## config.mk

```make
export PLATFORM = sky130hd
export DESIGN_NAME = calc_ctrl
export DESIGN_NICKNAME = d
export VERILOG_FILES = /design/src/rtl/calc_pkg.sv /design/src/rtl/calc_key_if.sv /design/src/rtl/calc_ctrl.sv
export SDC_FILE = /design/constraint.sdc
export NUM_CORES = 1
export LEC_CHECK = 0
export CORE_MARGIN = 2
export CORE_UTILIZATION = 45
export DETAILED_ROUTE_END_ITERATION = 8
export HOLD_SLACK_MARGIN = 0.15
export PLACE_DENSITY = 0.71
export SKIP_LAST_GASP = 1
export SLEW_MARGIN = 10
export SYNTH_ARGS = -nofsm -noshare
export SYNTH_HDL_FRONTEND = slang
export SYNTH_HIERARCHICAL = 1
export SYNTH_SLANG_ARGS = --single-unit
```

## constraint.sdc

```tcl
create_clock -name clk -period 2.1 [get_ports clk]
set_input_delay 0.315 -clock clk [delete_from_list [all_inputs] [get_ports clk]]
set_output_delay 0.315 -clock clk [all_outputs]
set_load 0.02 [all_outputs]
```

## src/rtl/calc_pkg.sv

```systemverilog
// Shared definitions for the calculator controller: keypad codes, ALU selects,
// FSM state encoding and small key-decoding helpers.
package calc_pkg;

    localparam logic [3:0] KEY_D0  = 4'h0;
    localparam logic [3:0] KEY_D9  = 4'h9;
    localparam logic [3:0] KEY_ADD = 4'hA;
    localparam logic [3:0] KEY_SUB = 4'hB;
    localparam logic [3:0] KEY_MUL = 4'hC;
    localparam logic [3:0] KEY_DIV = 4'hD;
    localparam logic [3:0] KEY_EQ  = 4'hE;
    localparam logic [3:0] KEY_CLR = 4'hF;

    localparam logic [2:0] SEL_ADD   = 3'b000;
    localparam logic [2:0] SEL_SUB   = 3'b001;
    localparam logic [2:0] SEL_MUL   = 3'b010;
    localparam logic [2:0] SEL_DIV   = 3'b011;
    localparam logic [2:0] SEL_PASSX = 3'b100;
    localparam logic [2:0] SEL_PASSY = 3'b101;

    typedef enum logic [2:0] {
        S_X   = 3'd0,
        S_OP  = 3'd1,
        S_Y   = 3'd2,
        S_RES = 3'd3,
        S_ERR = 3'd4
    } state_e;

    typedef enum logic [1:0] {
        KC_DIGIT = 2'd0,
        KC_OP    = 2'd1,
        KC_EQUAL = 2'd2,
        KC_CLEAR = 2'd3
    } key_class_e;

    // Codes 0xA-0xD are operators; anything above 9 that is not an operator is '=' or clear.
    function automatic key_class_e classify_key(input logic [3:0] code);
        key_class_e kc;
        if (code inside {[KEY_D0:KEY_D9]}) begin
            kc = KC_DIGIT;
        end else if (code == KEY_EQ) begin
            kc = KC_EQUAL;
        end else if (code == KEY_CLR) begin
            kc = KC_CLEAR;
        end else begin
            kc = KC_OP;
        end
        return kc;
    endfunction

    function automatic logic [2:0] op_to_sel(input logic [3:0] code);
        logic [2:0] sel;
        case (code)
            KEY_SUB: sel = SEL_SUB;
            KEY_MUL: sel = SEL_MUL;
            KEY_DIV: sel = SEL_DIV;
            default: sel = SEL_ADD;
        endcase
        return sel;
    endfunction

endpackage

```

## src/rtl/calc_key_if.sv

```systemverilog
// Keypad handshake: one accept per key press, a one-cycle settle after each
// accept, and re-arming only once key_valid has dropped.
module calc_key_if (
    input  logic clk,
    input  logic rst_n,
    input  logic key_valid,
    output logic key_ready,
    output logic key_accept
);

    logic settle_q, settle_d;
    logic armed_q, armed_d;

    assign key_ready  = ~settle_q;
    assign key_accept = key_valid & ~settle_q & armed_q;

    // A key still held after its settle cycle must not be taken twice.
    always_comb begin
        settle_d = key_accept;
        armed_d  = key_accept ? 1'b0 : (armed_q | ~key_valid);
    end

    always_ff @(posedge clk or negedge rst_n) begin
        if (!rst_n) begin
            settle_q <= 1'b0;
            armed_q  <= 1'b1;
        end else begin
            settle_q <= settle_d;
            armed_q  <= armed_d;
        end
    end

endmodule

```

## src/rtl/calc_ctrl.sv

```systemverilog
// Calculator control unit: sequences datapath operand loads/clears and the ALU
// select from accepted keypad codes. All datapath-facing outputs are registered.
module calc_ctrl
    import calc_pkg::*;
#(
    parameter bit DIVZ_CHECK = 1'b1
) (
    input  logic       clk,
    input  logic       rst_n,
    input  logic       key_valid,
    input  logic [3:0] key_code,
    output logic       key_ready,
    output logic       ldX,
    output logic       ldY,
    output logic       clrX,
    output logic       clrY,
    output logic [3:0] Xin,
    output logic [3:0] Yin,
    output logic [2:0] s,
    output logic       err
);

    logic       key_accept;
    key_class_e key_class;
    logic       div_zero;

    state_e     state_q, state_d;
    logic [2:0] op_q, op_d;
    logic       y_zero_q, y_zero_d;

    logic       ld_x_q, ld_x_d;
    logic       ld_y_q, ld_y_d;
    logic       clr_x_q, clr_x_d;
    logic       clr_y_q, clr_y_d;
    logic [3:0] x_in_q, x_in_d;
    logic [3:0] y_in_q, y_in_d;
    logic [2:0] s_q, s_d;
    logic       err_q, err_d;

    calc_key_if u_key_if (
        .clk        (clk),
        .rst_n      (rst_n),
        .key_valid  (key_valid),
        .key_ready  (key_ready),
        .key_accept (key_accept)
    );

    assign key_class = classify_key(key_code);
    assign div_zero  = DIVZ_CHECK && (op_q == SEL_DIV) && y_zero_q;

    always_ff @(posedge clk or negedge rst_n) begin
        if (!rst_n) begin
            state_q  <= S_X;
            op_q     <= SEL_ADD;
            y_zero_q <= 1'b1;
        end else begin
            state_q  <= state_d;
            op_q     <= op_d;
            y_zero_q <= y_zero_d;
        end
    end

    always_comb begin
        state_d  = state_q;
        op_d     = op_q;
        y_zero_d = y_zero_q;
        if (key_accept) begin
            if (key_class == KC_CLEAR) begin
                state_d  = S_X;
                op_d     = SEL_ADD;
                y_zero_d = 1'b1;
            end else begin
                case (state_q)
                    S_X: begin
                        if (key_class == KC_OP) begin
                            op_d    = op_to_sel(key_code);
                            state_d = S_OP;
                        end
                    end
                    S_OP: begin
                        if (key_class == KC_DIGIT) begin
                            y_zero_d = (key_code == KEY_D0);
                            state_d  = S_Y;
                        end else if (key_class == KC_OP) begin
                            op_d = op_to_sel(key_code);
                        end
                    end
                    S_Y: begin
                        if (key_class == KC_DIGIT) begin
                            y_zero_d = (key_code == KEY_D0);
                        end else if (key_class == KC_EQUAL) begin
                            state_d = div_zero ? S_ERR : S_RES;
                        end
                    end
                    S_RES: begin
                        // Y is cleared on leaving the result, so it reads as zero again.
                        if (key_class == KC_DIGIT) begin
                            y_zero_d = 1'b1;
                            state_d  = S_X;
                        end else if (key_class == KC_OP) begin
                            op_d     = op_to_sel(key_code);
                            y_zero_d = 1'b1;
                            state_d  = S_OP;
                        end
                    end
                    default: begin
                        state_d = state_q;
                    end
                endcase
            end
        end
    end

    always_comb begin
        ld_x_d  = 1'b0;
        ld_y_d  = 1'b0;
        clr_x_d = 1'b0;
        clr_y_d = 1'b0;
        x_in_d  = 4'd0;
        y_in_d  = 4'd0;
        s_d     = s_q;
        err_d   = (state_d == S_ERR);
        if (key_accept) begin
            if (key_class == KC_CLEAR) begin
                clr_x_d = 1'b1;
                clr_y_d = 1'b1;
                s_d     = SEL_PASSX;
            end else begin
                case (state_q)
                    S_X: begin
                        if (key_class == KC_DIGIT) begin
                            ld_x_d = 1'b1;
                            x_in_d = key_code;
                            s_d    = SEL_PASSX;
                        end else if (key_class == KC_OP) begin
                            s_d = SEL_PASSX;
                        end
                    end
                    S_OP, S_Y: begin
                        if (key_class == KC_DIGIT) begin
                            ld_y_d = 1'b1;
                            y_in_d = key_code;
                            s_d    = SEL_PASSY;
                        end else if (key_class == KC_EQUAL && state_q == S_Y) begin
                            s_d = div_zero ? SEL_PASSX : op_q;
                        end
                    end
                    S_RES: begin
                        if (key_class == KC_DIGIT) begin
                            clr_y_d = 1'b1;
                            ld_x_d  = 1'b1;
                            x_in_d  = key_code;
                            s_d     = SEL_PASSX;
                        end else if (key_class == KC_OP) begin
                            clr_y_d = 1'b1;
                            s_d     = SEL_PASSX;
                        end
                    end
                    default: begin
                        s_d = s_q;
                    end
                endcase
            end
        end
    end

    always_ff @(posedge clk or negedge rst_n) begin
        if (!rst_n) begin
            ld_x_q  <= 1'b0;
            ld_y_q  <= 1'b0;
            clr_x_q <= 1'b0;
            clr_y_q <= 1'b0;
            x_in_q  <= 4'd0;
            y_in_q  <= 4'd0;
            s_q     <= SEL_PASSX;
            err_q   <= 1'b0;
        end else begin
            ld_x_q  <= ld_x_d;
            ld_y_q  <= ld_y_d;
            clr_x_q <= clr_x_d;
            clr_y_q <= clr_y_d;
            x_in_q  <= x_in_d;
            y_in_q  <= y_in_d;
            s_q     <= s_d;
            err_q   <= err_d;
        end
    end

    assign ldX  = ld_x_q;
    assign ldY  = ld_y_q;
    assign clrX = clr_x_q;
    assign clrY = clr_y_q;
    assign Xin  = x_in_q;
    assign Yin  = y_in_q;
    assign s    = s_q;
    assign err  = err_q;

endmodule
```

* Word level (Yosys, flattened, before mapping) *
Cells that the tools add are included.
W data, S select, Z words.

storage, ports and cells
  logic and storage cells = 104
  ROM bits = 0
  RAM bits = 0
  bits in latches = 0
  register bits after elaboration = 25
  memories = 0

operators by class
  equal/unequal tests = 18
  multiplexer cells = 51
  div/mod/pow operators = 0
  bitwise operators = 5
  $lt $le $gt $ge = 2
  $mul = 0
  shift-type cells = 0
  reductions and logical operators = 15
  add/subtract/negate cells = 0

operators with widths
  cell                  number
  $mux W3               17
  $mux W4               7
  $eq A4 B4 Y1 const B  5
  $mux W1               19
  $pmux W3 S2           2
  $pmux W3 S4           1
  $eq A3 B2 Y1 const B  3
  $reduce_bool A3 Y1    3
  $ne A4 B1 Y1 const B  2
  $reduce_and A4 Y1     2
  $mux W2               3
  $pmux W2 S3           1
  $reduce_or A2 Y1      3
  $eq A2 B2 Y1 const B  2
  $ge A4 B1 Y1 const B  1
  $le A4 B4 Y1 const B  1
  $logic_not A4 Y1      1
  $ne A4 B4 Y1 const B  1
  $eq A3 B1 Y1 const B  1
  $eq A3 B3 Y1 const B  1
  $logic_and A1 B1 Y1   3
  $logic_not A3 Y1      1
  $ne A3 B1 Y1 const B  1
  $ne A3 B3 Y1 const B  1
  7 further kinds       9

* Longest topological paths before layout *
Gate-level depths: netlist of run 1.

  depth after elaboration = 11
  gate-level depth with buffers = 6

* By module *
The synthesis of run 1 kept the hierarchy.

by module, submodules not included
  module       area each (um^2)  instances  cells each
  calc_ctrl    1131.1            1          109
  calc_key_if  73.8              1          5

* Least setup slack after synthesis of run 1 *
Ideal clock, no wire load.

  path kind = register -> register
  start point = register u_key_if.armed_q
  end point = register s_q[0], in the netlist s[0]
  buffers on the path = 1
  arrival time = 1669 ps
  cell stages (with the launch flop) = 6
  slack = 307 ps
  cell sequence = dfstp_2 and3b_1 clkbuf_1 o21ai_0 a211oi_2 mux2_2

on the way
  word-level cells in the longest chain between the ends = 2

RTL lines
  what                         RTL line           text
  start: declaration           calc_key_if.sv:12  logic armed_q, armed_d;
  start signal: assignment     calc_key_if.sv:29  armed_q <= armed_d;
  $and A1 B1 Y1                calc_key_if.sv:15  assign key_accept = key_valid & ~settle_q & armed_q;
  via key_accept               calc_ctrl.sv:23    logic key_accept;
  $reduce_and A4 Y1 (no line)  n/a
  end signal: assignment       calc_ctrl.sv:175   s_q <= SEL_PASSX;
  end signal: assignment       calc_ctrl.sv:184   s_q <= s_d;
  end: declaration             calc_ctrl.sv:37    logic [2:0] s_q, s_d;

The timed path passes the listed nets, and every way through them passes these cells.
A chain may end at the register's enable or synchronous reset.

* Worst setup path in the final report of run 1 *
  start point = register state_q[1]
  end point = register s_q[0], in the netlist s[0]

on the way
  word-level cells in the longest chain between the ends = 4
  elaborated cells on any way between the ends = 13
  classes of those cells = 5 x eq/ne; 2 x mux; 6 x reduce/logical

RTL lines
  what                                                                      RTL line                            text
  start: declaration                                                        calc_ctrl.sv:27                     state_e state_q, state_d;
  start signal: assignment                                                  calc_ctrl.sv:57                     state_q <= state_d;
  $eq A3 B2 Y1 (tied with other cells)                                      calc_ctrl.sv:129, calc_ctrl.sv:144
  $reduce_or A2 Y1 (no line) / $logic_and A1 B1 Y1 (equally long branches)  n/a
  $ne A4 B1 Y1 (no line) (tied with other cells)                            n/a
  $reduce_and A4 Y1 (no line) / $mux W3 (equally long branches)             n/a

Several ways; a longest one is shown, not always the timed one.

==> flow_summary.toml, run 1 <==
[route]
viasPerCell = 5.52
drc = 0
dr.pass1.iters = 4
ant_nets = 0
drtIter0Drc = 33
wl_per_cell_um = 14.1
wirelength_um = 2490
vias = 971

[place]
placed_cell_area_mm2 = 0.00151
gp_congestion = 0.902
dpl.hpwl_um = 1880
dp.cells = 172
io_buffer_count = 23

[critical_path]
crit_path_top_delay_cell = "dfrtp_1"
max_stage_delay_ns = 0.55
arrival_ns = 2.06
rr_startpoint = "state_q[1]"
cpLargestDelayFamily = "flip-flops"
crit_path_end_kind = "flop"
worstPathRequired_ns = 2.31
path_buf_inv = 0
worstPathCellList = "xor2_1 -> nor3_1 -> a211oi_2 -> mux2_2"
cp_max_fo = 10
critPathKind = "flop to flop"
cp-start-kind = "flop"
cp-startpoint = "state_q[1]"

[global_route]
grt_pass1_vias = 1007
grt_overflow = 0
grt_max_degree = 25
track_usage_pct = 18.1
antenna_found_initial = 0
grt_first_pass_wirelength_um = 4510

[layout]
multi_input_area_um2 = 531
n_antenna_cell = 0
areaGrowthSynthToFinish_pct = 28.5
fin_cells = 176
drive_above_1_share_pct = 17.1
fin_nets = 154
filler_cell_count = 211
finish.instance_area_mm2 = 0.00155
seq_area_um2 = 604

[timing]
slew_viol_final = 0
setup_viol = 0
clock.fmax_ghz = 0.541
grt_setup_unrepaired = "no"
worst-slew-pin-transition_ns = 0.394
hold_viol = 0
period_minus_slack_ns = 1.85
finalCritPeriodShare_pct = 88.0
timing.max_slew.rel_slack_pct = 73.6
skew_ns = 0.00538

[status]
outcome = "finished, final reports clean"

[cts]
insertion_delay_ns = 0.31
numCtsBuffers = 3
h-tree-depth = 1
cts_setup_buffers = 0
cts.path.max_buffers = 2
ctsResizeCount = 0
cts_tree = "done"
cts-root-buf = "clkbuf_4"
ctsHoldBuffers = 0
clk_pin_slew_worst_paths_ns = 0.13
cts_sinks = 24

[synthesis]
ys_warn_count = 6
async_reset_ff_share_pct = 100
syn_nets = 121
ys.flop_type = "dfrtp_1"
synth_top_cell_area_share_pct = 43.6
synth-seq-cells = 24
seq_area_frac_synth_pct = 50.2
synthTopCellsByArea = "dfrtp_1 44%, dfstp_2 6.5%, and2_1 5.2%"
synth_edf_count = 0
syn_area_mm2 = 0.00120
yosysTopAreaCell = "dfrtp_1"
syn_area_per_cell_um2 = 10.6
syn_inst = 114
synth.distinct_cells = 45

[floorplan]
pin_count = 24
core_area_mm2 = 0.00250
rows = 18
die_h_um = 55.7
die_area_mm2 = 0.00311
die_w_um = 55.7
start_util_pct = 48.2

[pwr]
p_leak_nw = 0.712
pwr-share-comb_pct = 37.0
swShare_pct = 34.7
vdd_ir_drop_max_mv = 0.579
p_clk_share_pct = 16.8
intPower_mw = 0.931
p_seq_share_pct = 46.2
power_density_mw_per_mm2 = 921
p_switching_mw = 0.495

[worst_hold_path]
hold_class = "primary input to async pin"

[run]
drv_cap = 0
[per-layer routing]
metal	share of wire (%)	wire, µm	vias to the layer above	GRT usage (%)
li1	-	-	471	-
met1	45	1120	458	24.2
met2	47	1170	37	29.9
met3	6.4	159	5	3.26
met4	1.3	32	0	5.23
met5	0	0	-	0
[worst paths after layout]
kind,end,depth (start not counted),slack (ns)
max,s[0],4,0.25
min,Yin[0],2,0.34
max reg2reg,s[0],4,0.25
min reg2reg,s[1],1,0.52
max in group asynchronous,s[2],2,1.48
min in group clk,s[1],1,0.52
[flip-flops by register name, summed over array words and instances (netlist names)]
| name | count |
|---|---|
| ldX | 1 |
| clrY | 1 |
| state_q | 3 |
| u_key_if/settle_q | 1 |
| clrX | 1 |
| err | 1 |
| u_key_if/armed_q | 1 |
| ldY | 1 |
| y_zero_q | 1 |
| s | 3 |
| op_q | 2 |
| Yin | 4 |
| Xin | 4 |
[worst reg2reg max path, delay by kind of cell (launching register included)]
| family | cells | cell delay (ns) |
|---|---|---|
| DFF | 1 | 0.55 |
| AOI/OAI and AO/OA | 1 | 0.33 |
| xor gates and xnor gates | 1 | 0.39 |
| and+or+nand+nor | 1 | 0.11 |
| muxes | 1 | 0.37 |
[logic make-up (layout without fill, tap and decap cells)]
kind of cell    count (synthesis)  after routing  synth area share (%)
compound gates                 25             25                  15.2
xor+xnor                        2              2                  1.45
buf+inv                        12             44                  5.81
flops                          24             24                  50.2
mux                             4              4                  3.74
simple gates                   47             47                  23.7
[power by group through the flow]
| stage | clock network, mW | logic [mW] | registers (mW) |
|---|---|---|---|
| floorplan | 0 | 0.345 | 0.675 |
| global placement | 0 | 0.522 | 0.664 |
| detailed placement | 0 | 0.527 | 0.668 |
| CTS | 0.251 | 0.529 | 0.658 |
| global route | 0.264 | 0.584 | 0.679 |
| finish | 0.240 | 0.528 | 0.658 |
[layout make-up]
type | instances | area share (%)
sequential | 24 | 39.0
timing repair buffer | 35 | 20.7
multi-input combinational | 78 | 34.3
tap | 30 | 2.43
clock buffer | 4 | 2.34
inverter | 5 | 1.21
[stage by stage]
step	TNS (ns)	utilization, %	power [mW]	setup WS (ns)	hold slack [ns]
after detailed placement	-0.0257	60.5	1.20	-0.0143	0.499
after floorplan	0	-	1.02	0.307	0.0194
after CTS	0	61.9	1.44	0.248	0.343
final	0	61.9	1.43	0.252	0.341
after global routing	0	61.9	1.53	0.0822	0.383
after global placement	-0.0608	60.5	1.19	-0.0313	0.490
[cell usage in the layout, fill, tap and decap left out, drive strengths merged, types with 2 or more instances in the layout]
master / count
dfstp: 3
a21o: 2
clkbuf: 4
nor2: 4
nand3: 5
nand2: 4
dfrtp: 21
buf: 12
nor2b: 4
a21oi: 3
nand2b: 3
and2: 10
o21ai: 7
mux2: 4
and3: 4
nand4: 2
inv: 5
nor3: 3
and3b: 2
clkdlybuf4s50: 23
[cells in the mapped netlist (2+ instances only)]
cell / count
a21o_1: 2
a21oi_1: 3
and2_1: 10
and3_1: 4
and3b_1: 2
buf_2: 2
buf_4: 2
buf_6: 2
dfrtp_1: 21
dfstp_2: 3
inv_1: 5
mux2_2: 3
nand2_1: 4
nand2b_1: 3
nand3_1: 4
nand4_1: 2
nor2_1: 4
nor2b_1: 4
nor3_1: 3
o21ai_0: 6
(Power assumes the default switching activity.)
==> inputs of run 2 (changes only) <==
--- a/config.mk
+++ b/config.mk
@@ -8,6 +8,7 @@
 export CORE_MARGIN = 2
 export CORE_UTILIZATION = 45
 export DETAILED_ROUTE_END_ITERATION = 8
+export GPL_TIMING_DRIVEN = 0
 export HOLD_SLACK_MARGIN = 0.15
 export PLACE_DENSITY = 0.71
 export SKIP_LAST_GASP = 1
==> flow_summary.toml, run 2 (same netlist as run 1, synthesis figures left out) <==
[global_route]
grtUsageMet3_pct = 3.26
top_usage_layer = "met2"
grtUsageMet2_pct = 27.9
track_usage_pct = 16.7
grt_pass1_vias = 886
grt_overflow = 0
grt_max_degree = 25
met1_usage_pct = 20.7
antenna_found_initial = 0
grt_first_pass_wirelength_um = 4080

[critical_path]
path_buf_inv = 1
critPathKind = "primary input to flop"
arrival_ns = 2.15
ff2ff_path_depth = 5
cpLargestDelayFamily = "buffers and inverters"
r2r_setup_slack_ns = 0.19
timing.rr.end = "s[0]"
rr_startpoint = "u_key_if/armed_q"
max_stage_delay_ns = 0.58
worstPathCellList = "clkdlybuf4s50_1 -> nand4b_1 -> a21o_1 -> a211oi_2 -> mux2_2"
worstPathRequired_ns = 2.32
path_depth = 5
crit_path_end_kind = "flop"
cp-startpoint = "key_code[0]"
crit_path_top_delay_cell = "clkdlybuf4s50_1"
crit_end = "s[0]"
cp-start-kind = "primary input"
cp_max_fo = 10

[floorplan]
die_area_mm2 = 0.00311
die_h_um = 55.7
pin_count = 24
rows = 18
core_area_mm2 = 0.00250
start_util_pct = 48.2
die_w_um = 55.7

[timing]
grt_setup_unrepaired = "no"
period_minus_slack_ns = 1.93
hold_viol = 0
worst-slew-pin-transition_ns = 1.02
fin_tns_setup_ns = 0
skew_ns = 0.00834
clock.fmax_ghz = 0.518
setup_viol = 0
timing.final.ws_setup_ns = 0.170
timing.max_slew.rel_slack_pct = 31.9
finalCritPeriodShare_pct = 91.9
slew_viol_final = 0

[layout]
drive_above_1_share_pct = 13.5
mostFrequentLayoutCell = "clkdlybuf4s50_1"
layout_common_cells = "23 x clkdlybuf4s50_1, 21 x dfrtp_1, 10 x and2_1, 6 x o21ai_0, 5 x inv_1"
n_antenna_cell = 0
fin_cells = 171
fin_nets = 149
areaGrowthSynthToFinish_pct = 24.5

[place]
post-place-ws_ns = -0.275
gp_congestion = 0.814
dp.cells = 167
dpl.hpwl_um = 1820
io_buffer_count = 23

[cts]
cts_setup_buffers = 0
numCtsBuffers = 3
cts_sinks = 24
clk_pin_slew_worst_paths_ns = 0.12
cts-root-buf = "clkbuf_4"
cts.path.max_buffers = 2
h-tree-depth = 1
insertion_delay_ns = 0.32
cts_tree = "done"

[run]
drv_cap = 0

[pwr]
finalPower_mw = 1.41
power_density_mw_per_mm2 = 941
p_leak_nw = 0.682
vdd_ir_drop_max_mv = 0.797

[worst_hold_path]
hold_class = "flop to flop"
worstHoldPathCells = 1

[route]
viasPerCell = 5.75
drtIter0Drc = 19
wirelength_um = 2480
drc = 0
dr.pass1.iters = 4
wl_per_cell_um = 14.5
vias = 984
ant_nets = 0

[status]
outcome = "finished, final reports clean"
==> run 2: changes by cell type in the layout (fill, tap and decap cells not counted) <==
cell and change:
clkbuf_8 -1, buf_6 +2, clkbuf_1 +1, clkbuf_2 +1, buf_2 +2, buf_4 -10
==> run 2: power breakdown <==
group	internal (mW)	switching (mW)
clock network	0.0744	0.130
logic	0.274	0.316
registers	0.567	0.0486
total	0.916	0.495
==> run 2: worst min path at each step <==
stage	to	slack (ns)	start
2_1_floorplan	Xin[0]	0.02	rst_n
3_3_place_gp	s[1]	0.49	s[1]
3_5_place_dp	s[1]	0.50	s[1]
4_1_cts	s[1]	0.52	s[1]
5_1_grt	s[1]	0.53	s[1]
6_report	s[1]	0.52	s[1]
==> run 2: layout make-up <==
| type | instances | area [µm²] |
|---|---|---|
| Buffer | 7 | 52.6 |
| Fill cell | 227 | 1000 |
| Sequential cell | 24 | 604 |
| Clock buffer | 4 | 26.3 |
| Tap cell | 30 | 37.5 |
| Inverter | 5 | 18.8 |
| Multi-Input combinational cell | 78 | 531 |
| Timing Repair Buffer | 23 | 230 |
==> run 2: through the flow <==
step	utilization (%)	cell area, µm²	hold WS (ns)
3_5_place_dp	58.9	1470	0.495
4_1_cts	60.0	1500	0.524
2_1_floorplan	-	1200	0.0194
3_3_place_gp	58.9	1470	0.491
5_1_grt	60.0	1500	0.534
6_report	60.0	1500	0.520
==> run 2: metal layers <==
metal / share of wire (%) / wire length (µm)
met5: 0 / 0
met4: 1.5 / 38
met3: 6.4 / 158
met2: 49 / 1200
met1: 43 / 1080
==> run 2: worst register-to-register path: cells and delay by family (launching register included) <==
family                 cells  cell delay [ns]
buffers and inverters      1             0.24
and+or+nand+nor            1             0.23
AOI/OAI and AO/OA          2             0.44
DFF                        1             0.55
muxes                      1             0.37
==> run 2: repair_timing <==
item	in CTS	in global routing
resized for setup	1	0
setup endpoints to repair	2	0
hold buffers	0	0
==> inputs of run 3 (changes only) <==
--- a/config.mk
+++ b/config.mk
@@ -6,11 +6,10 @@
 export NUM_CORES = 1
 export LEC_CHECK = 0
 export CORE_MARGIN = 2
-export CORE_UTILIZATION = 45
+export CORE_UTILIZATION = 30
 export DETAILED_ROUTE_END_ITERATION = 8
 export GPL_TIMING_DRIVEN = 0
 export HOLD_SLACK_MARGIN = 0.15
-export PLACE_DENSITY = 0.71
 export SKIP_LAST_GASP = 1
 export SLEW_MARGIN = 10
 export SYNTH_ARGS = -nofsm -noshare
==> flow_summary.toml, run 3 (same netlist as run 1, synthesis figures left out) <==
[status]
outcome = "finished, final reports clean"

[layout]
fin_nets = 150
n_antenna_cell = 0
layout_common_cells = "23 x clkdlybuf4s50_1, 21 x dfrtp_1, 10 x and2_1, 6 x o21ai_0, 5 x inv_1"
filler_cell_count = 386
drive_above_1_share_pct = 14.8
areaGrowthSynthToFinish_pct = 30.9
mostFrequentLayoutCell = "clkdlybuf4s50_1"

[timing]
finalCritPeriodShare_pct = 93.7
grt_setup_unrepaired = "no"
setup_viol = 0
hold_viol = 0
skew_ns = 0.00288
slew_viol_final = 0
period_minus_slack_ns = 1.97
hold_ws_ns = 0.518
worst-slew-pin-transition_ns = 1.01
timing.final.ws_setup_ns = 0.133
clock.fmax_ghz = 0.508
timing.max_slew.rel_slack_pct = 32.6

[pwr]
intPower_mw = 1.10
vdd_ir_drop_max_mv = 0.523
power_density_mw_per_mm2 = 1020
p_switching_mw = 0.507
swShare_pct = 31.6
p_clk_share_pct = 24.7
pwr-share-comb_pct = 36.8
p_leak_nw = 0.707
p_seq_share_pct = 38.4

[place]
io_buffer_count = 23
dpl.hpwl_um = 1860
post-place-ws_ns = -0.246
gp_congestion = 0.853

[global_route]
track_usage_pct = 12.1
grt_pass1_vias = 910
antenna_found_initial = 0
grt_overflow = 0
grt_max_degree = 25
grt_first_pass_wirelength_um = 4220

[cts]
cts_tree = "done"
numCtsBuffers = 3
h-tree-depth = 1
cts_sinks = 24
cts-root-buf = "clkbuf_8"
ctsHoldBuffers = 0
clk_pin_slew_worst_paths_ns = 0.08
cts.path.max_buffers = 2
insertion_delay_ns = 0.26

[floorplan]
rows = 23
die_w_um = 67.4
core_area_mm2 = 0.00394
die_h_um = 67.4
die_area_mm2 = 0.00454
start_util_pct = 30.6
pin_count = 24

[route]
wirelength_um = 2590
dr.pass1.iters = 4
vias = 936
drtIter0Drc = 35
drc = 0
viasPerCell = 4.88
ant_nets = 0
wl_per_cell_um = 13.5

[run]
drv_cap = 0

[worst_hold_path]
hold_class = "flop to flop"

[critical_path]
r2r_setup_slack_ns = 0.19
cp-start-kind = "primary input"
arrival_ns = 2.12
crit_path_end_kind = "flop"
critPathKind = "primary input to flop"
worstPathRequired_ns = 2.25
cp_max_fo = 10
[run 3: changes by cell type in the layout (fill, tap and decap cells not counted)]
cell       previous run  this run
clkbuf_4              3         0
clkbuf_8              0         3
buf_4                 2         3
bufinv_16             0         1
clkbuf_1              1         0
[run 3: power by group through the flow]
stage	sequential (mW)	combinational [mW]	clock, mW
floorplan	0.675	0.345	0
global placement	0.627	0.581	0
detailed placement	0.627	0.588	0
CTS	0.619	0.591	0.407
global route	0.630	0.651	0.425
finish	0.617	0.591	0.397
[run 3: worst paths after layout]
kind,start,to,cells after the start
setup / recovery,key_code[0],s[1],5
hold / removal,s[1],s[1],1
setup reg to reg,u_key_if/armed_q,s[1],5
hold reg to reg,s[1],s[1],1
max in group asynchronous,rst_n,s[1],1
min in group asynchronous,rst_n,Yin[0],1
[run 3: repair_timing]
action                                 in CTS  in global routing
setup buffers                               0                  1
endpoints found under the hold margin       0                  0
setup endpoints to repair                   0                  8
gates resized for setup                     0                  2
[run 3: layout make-up]
type,instances,area [µm²],share of cell area (%)
Inverter,5,18.8,1.19
Sequential cell,24,604,38.3
Multi-Input combinational cell,78,531,33.6
Buffer,7,52.6,3.33
Timing Repair Buffer,24,238,15.1
Clock buffer,3,41.3,2.62
Tap cell,50,62.6,3.97
Clock inverter,1,30.0,1.90
[run 3: critical path, cell delays in order]
cell             delay (ns)
clkdlybuf4s50_1        0.57
nand4b_1               0.30
a21o_1                 0.22
a211oi_2               0.34
mux2_2                 0.38
[run 3: routing by layer]
metal | share of wire, % | GRT usage, %
met5 | 0 | 0
met2 | 45 | 18.4
met3 | 5.8 | 4.00
met4 | 0.66 | 2.04
met1 | 48 | 17.1
[run 3: metrics by stage]
step | total power [mW] | setup TNS, ns | utilization, % | cells | cell area (µm²)
after CTS | 1.62 | 0 | 39.8 | 191 | 1570
after floorplan | 1.02 | 0 | - | 114 | 1200
after global placement | 1.21 | -0.696 | 38.0 | 187 | 1500
final | 1.61 | 0 | 40.0 | 192 | 1580
after detailed placement | 1.21 | -1.05 | 38.0 | 187 | 1500
after global routing | 1.71 | 0 | 40.0 | 192 | 1580
